**src/rtl/argmax_row_scheduler.sv**
```systemverilog
// Row-wise argmax sequencer: streams one buffer read per cycle, tracks the
// running signed maximum of each row and hands out one column index per row
// over a valid/ready port.
module argmax_row_scheduler #(
  parameter int DATA_W = 32,
  parameter int IDX_W  = 16,
  parameter int ADDR_W = 16
) (
  input  logic              clk,
  input  logic              rst,
  input  logic              start,
  input  logic [ADDR_W-1:0] cfg_base,
  input  logic [IDX_W-1:0]  cfg_rows,
  input  logic [IDX_W-1:0]  cfg_len,
  input  logic [ADDR_W-1:0] cfg_stride,
  output logic              rd_en,
  output logic [ADDR_W-1:0] rd_addr,
  input  logic [DATA_W-1:0] rd_data,
  output logic              out_valid,
  input  logic              out_ready,
  output logic [IDX_W-1:0]  out_idx,
  output logic [IDX_W-1:0]  out_row,
  output logic              busy,
  output logic              done
);

  typedef enum logic [2:0] {IDLE, READ, DRAIN, EMIT, FINISH} state_t;

  state_t              state;
  logic [IDX_W-1:0]    rows_r;
  logic [IDX_W-1:0]    len_r;
  logic [ADDR_W-1:0]   stride_r;
  logic [ADDR_W-1:0]   row_base;
  logic [IDX_W-1:0]    col;
  logic [IDX_W-1:0]    row;
  logic                pend;
  logic [IDX_W-1:0]    pend_col;
  logic [DATA_W-1:0]   cur_max;
  logic [IDX_W-1:0]    cur_idx;
  logic                take;
  logic [IDX_W-1:0]    nxt_idx;

  // Returning element wins if it opens the row or is strictly greater (ties keep lowest index)
  always_comb begin
    take    = pend && ((pend_col == '0) || ($signed(rd_data) > $signed(cur_max)));
    nxt_idx = take ? pend_col : cur_idx;
  end

  // Control FSM, read address generation, running max and registered outputs
  always_ff @(posedge clk or posedge rst) begin
    if (rst) begin
      state     <= IDLE;
      rows_r    <= '0;
      len_r     <= '0;
      stride_r  <= '0;
      row_base  <= '0;
      col       <= '0;
      row       <= '0;
      pend      <= 1'b0;
      pend_col  <= '0;
      cur_max   <= '0;
      cur_idx   <= '0;
      rd_en     <= 1'b0;
      rd_addr   <= '0;
      out_valid <= 1'b0;
      out_idx   <= '0;
      out_row   <= '0;
      busy      <= 1'b0;
      done      <= 1'b0;
    end else begin
      // rd_data arrives one cycle after rd_en, so remember which column is in flight
      pend     <= rd_en;
      pend_col <= col;
      done     <= 1'b0;
      if (take) begin
        cur_max <= rd_data;
        cur_idx <= pend_col;
      end
      case (state)
        IDLE: begin
          if (start) begin
            rows_r   <= cfg_rows;
            len_r    <= cfg_len;
            stride_r <= cfg_stride;
            row_base <= cfg_base;
            row      <= '0;
            col      <= '0;
            if ((cfg_rows == '0) || (cfg_len == '0)) begin
              done  <= 1'b1;
              state <= FINISH;
            end else begin
              busy    <= 1'b1;
              rd_en   <= 1'b1;
              rd_addr <= cfg_base;
              state   <= READ;
            end
          end
        end
        READ: begin
          if (col == len_r - IDX_W'(1)) begin
            rd_en <= 1'b0;
            state <= DRAIN;
          end else begin
            col     <= col + IDX_W'(1);
            rd_addr <= rd_addr + ADDR_W'(1);
          end
        end
        DRAIN: begin
          out_valid <= 1'b1;
          out_idx   <= nxt_idx;
          out_row   <= row;
          state     <= EMIT;
        end
        EMIT: begin
          if (out_ready) begin
            out_valid <= 1'b0;
            if (row == rows_r - IDX_W'(1)) begin
              busy  <= 1'b0;
              done  <= 1'b1;
              state <= FINISH;
            end else begin
              row      <= row + IDX_W'(1);
              row_base <= row_base + stride_r;
              rd_addr  <= row_base + stride_r;
              rd_en    <= 1'b1;
              col      <= '0;
              state    <= READ;
            end
          end
        end
        FINISH: begin
          state <= IDLE;
        end
        default: state <= IDLE;
      endcase
    end
  end

endmodule

```
**config.mk**
```make
export PLATFORM = sky130hd
export DESIGN_NAME = argmax_row_scheduler
export DESIGN_NICKNAME = d
export VERILOG_FILES = /design/src/rtl/argmax_row_scheduler.sv
export SDC_FILE = /design/constraint.sdc
export NUM_CORES = 1
export LEC_CHECK = 0
export ABC_AREA = 1
export CORE_UTILIZATION = 57
export CTS_CLUSTER_SIZE = 40
export DETAILED_ROUTE_END_ITERATION = 6
export PLACE_DENSITY_LB_ADDON = 0.05
export SLEW_MARGIN = 0
export SYNTH_ARGS = -nofsm -noshare
export SYNTH_HDL_FRONTEND = slang
export SYNTH_SLANG_ARGS = --single-unit
```
**constraint.sdc**
```tcl
create_clock -name clk -period 9.7 [get_ports clk]
set_input_delay 2.91 -clock clk [delete_from_list [all_inputs] [get_ports clk]]
set_output_delay 2.91 -clock clk [all_outputs]
set_load 0.02 [all_outputs]
```
==> flow_metrics.env <==
export IMPL_run_status="complete, no violations"
export IMPL_syn_to_final_growth_pct=19.3
export IMPL_synth_nets=1793
export IMPL_row_count=54
export IMPL_globalRouteOverflowTotal=0
export IMPL_clkTransAtPathRegs_ns=0.06
export IMPL_cts_buffers=24
export IMPL_ant_nets=0
export IMPL_post_cts_resized=0
export IMPL_top_usage_layer="met2"
export IMPL_fmax_mhz=181
export IMPL_crit_path_frequent_cell="nand2_1"
export IMPL_synth_top_area_cell="dfrtp_1"
export IMPL_met3_usage_pct=2.89
export IMPL_final_nets=1928
export IMPL_drt_drc_violations_left=0
export IMPL_cp_top_family="simple AND/OR/NAND/NOR gates"
export IMPL_grt_max_degree=101
export IMPL_largest_register="cur_max"
export IMPL_met1_usage_pct=40.1
export IMPL_synth_top_area_share_pct=42.5
export IMPL_cap_viol_max_count=0
export IMPL_slowest_delay_ns=0.59
export IMPL_port_buffers=151
export IMPL_clk_path_buf_depth=3
export IMPL_drt_first_pass_iters=5
export IMPL_ys_types=48
export IMPL_cp_max_fo=80
export IMPL_dr_total_vias=11000
export IMPL_netlist_area_um2=12700
export IMPL_clkLatencyLatePin_ns=0.52
export IMPL_cp_num_buf_inv=3
export IMPL_r2r_start="state[0]"
export IMPL_synth_common_cells="nand2_1 (447), dfrtp_1 (216), inv_1 (179), nor2_1 (146), nand3_1 (129)"
export IMPL_finalSetupViolCount=0
export IMPL_min_from="col[2]"
export IMPL_ir_drop_v=0.000276
export IMPL_n_antenna_cell=0
export IMPL_yosys_top_cells_area="dfrtp_1 (42%), nand2_1 (13%), inv_1 (5.3%), ha_1 (5.1%), nand3_1 (5.1%)"
export IMPL_ys_seq_area_share_pct=42.5
export IMPL_period_minus_slack_ns=5.51
export IMPL_synth_seq_cells=216
export IMPL_fin_worst_skew_ns=0.00675
export IMPL_first_global_vias=10400
export IMPL_critPathSlowestCell="buf_4"
export IMPL_async_flop_share_pct=100
export IMPL_grt_first_pass_wirelength_mm=50.8
export IMPL_path_class="in -> reg"
export IMPL_largest_reg_flops=32
export IMPL_slew_headroom_pct=18.4
export IMPL_synth_edf_count=0
export IMPL_wl_per_cell_um=14.7
export IMPL_track_usage_pct=27.8
export IMPL_initial_core_util_pct=58.3
export IMPL_cts_tree="built"
export IMPL_powerDensity_nw_per_um2=307
export IMPL_post_cts_buffers=0
export IMPL_postCtsHoldBufs=0
export IMPL_critPathArrivalTime_ns=5.92
export IMPL_drive_gt1_share_pct=7.86
export IMPL_cp_start_kind="input port"
export IMPL_finalSetupTns_ns=0
export IMPL_wl_mm=30.5
export IMPL_tightest_slew_ns=1.22
export IMPL_core_um2=21800
export IMPL_numClockSinks=216
export IMPL_hold_ws_ns=0.443
export IMPL_synthMostInstantiatedCell="nand2_1"
export IMPL_die_x_um=151
export IMPL_ctsHtreeMaxLevel=1
export IMPL_pin_count=152
export IMPL_chipHeight_um=151
export IMPL_initialDrtViolationCount=702
export IMPL_period_share_pct=56.8
export IMPL_cp_required_ns=10.11
export IMPL_hold_class="reg -> reg"
export IMPL_ys_warnings_count=0
export IMPL_netlist_instances=1640
export IMPL_cts_root_buffer="clkbuf_16"
export IMPL_synthFlopType="dfrtp_1"
export IMPL_vias_per_cell=5.30
export IMPL_crit_path_cell_trace="clkdlybuf4s50_1 -> ha_1 -> nand2_1 -> nor2_1 -> nand2_1 -> inv_1 -> nand4_1 -> or3_1 -> nand3_1 -> nand2_2 -> nand2_2 -> buf_4 -> nand2_1 -> and2_1"
export IMPL_finalHoldViolations=0
export IMPL_antenna_found_initial=0
export IMPL_syn_area_per_cell_um2=7.76
export IMPL_dp_hpwl_mm=22.5
export IMPL_gp_congestion=0.886
export IMPL_rsz0062_at_grt="no"
export IMPL_worstSetupStartpoint="rd_data[31]"
export IMPL_report_final_slew_viol_count=0
export IMPL_cp_end_kind="register"
export IMPL_p_leak_nw=7.35
export IMPL_use_met2_pct=45.2
export IMPL_fp_dieArea_um2=22900
[metal layers]
layer / vias up / wire length, um
met1: 5124 / 14500
met3: 31 / 1390
li1: 5572 / -
met4: 0 / 361
met5: - / 0
met2: 255 / 14200
[area by class of cell]
| class | count | area (um2) |
|---|---|---|
| flip-flops and latches | 216 | 5410 |
| repair buffers | 157 | 1560 |
| multi-input cells | 1185 | 6330 |
| clock inverters | 10 | 128 |
| clock buffers | 34 | 679 |
| inverters | 191 | 724 |
| well taps | 280 | 350 |
| fillers | 1884 | 6650 |
[logic make-up (layout without fill, tap and decap cells)]
| logic type | after synthesis | in the layout | share of synthesized area, % |
|---|---|---|---|
| AND/OR/NAND/NOR | 853 | 853 | 29.5 |
| multiplexers | 31 | 31 | 2.74 |
| flip-flops | 216 | 216 | 42.5 |
| AO/OA/AOI/OAI | 193 | 193 | 8.41 |
| adder cells (fa/ha/maj) | 53 | 53 | 5.27 |
| buffers and inverters | 239 | 392 | 7.80 |
| XOR/XNOR | 55 | 55 | 3.79 |
[where the power goes]
part           internal [mW]  switching (mW)  total (mW)
Clock                  0.567           0.367       0.933
Combinational          0.839            1.42        2.26
Sequential              1.23           0.235        1.46
Total                   2.63            2.03        4.66
[through the flow]
stage               utilization, %  instances  total power, mW  area [um2]  setup slack, ns
detailed placement            65.9       2029             3.72       14400             3.64
floorplan                        -       1640             3.15       12700            0.882
global route                  69.6       2073             5.07       15200             3.90
CTS                           69.6       2073             4.68       15200             4.16
global placement              65.9       2029             3.66       14400             3.76
finish                        69.6       2073             4.66       15200             4.19
[final timing paths]
check / to / slack [ns] / cells past startpoint
worst min-delay path: pend_col[2] / 0.44 / 0
max in group asynchronous: cur_idx[12] / 5.50 / 3
worst max-delay path: cur_idx[10] / 4.19 / 14
worst min register to register: pend_col[2] / 0.44 / 0
min in group asynchronous: out_row[8] / 2.93 / 2
worst max register to register: row_base[5] / 5.75 / 14
[cell usage in the layout (no fill, tap or decap), drive strengths merged, types with 38 or more instances in the layout]
cell type / n
o21ai: 81
nor2: 162
inv: 190
ha: 52
a21oi: 88
xor2: 38
nand2: 453
clkdlybuf4s50: 151
nand3: 134
dfrtp: 216
Power figures use the tool's default switching activity.
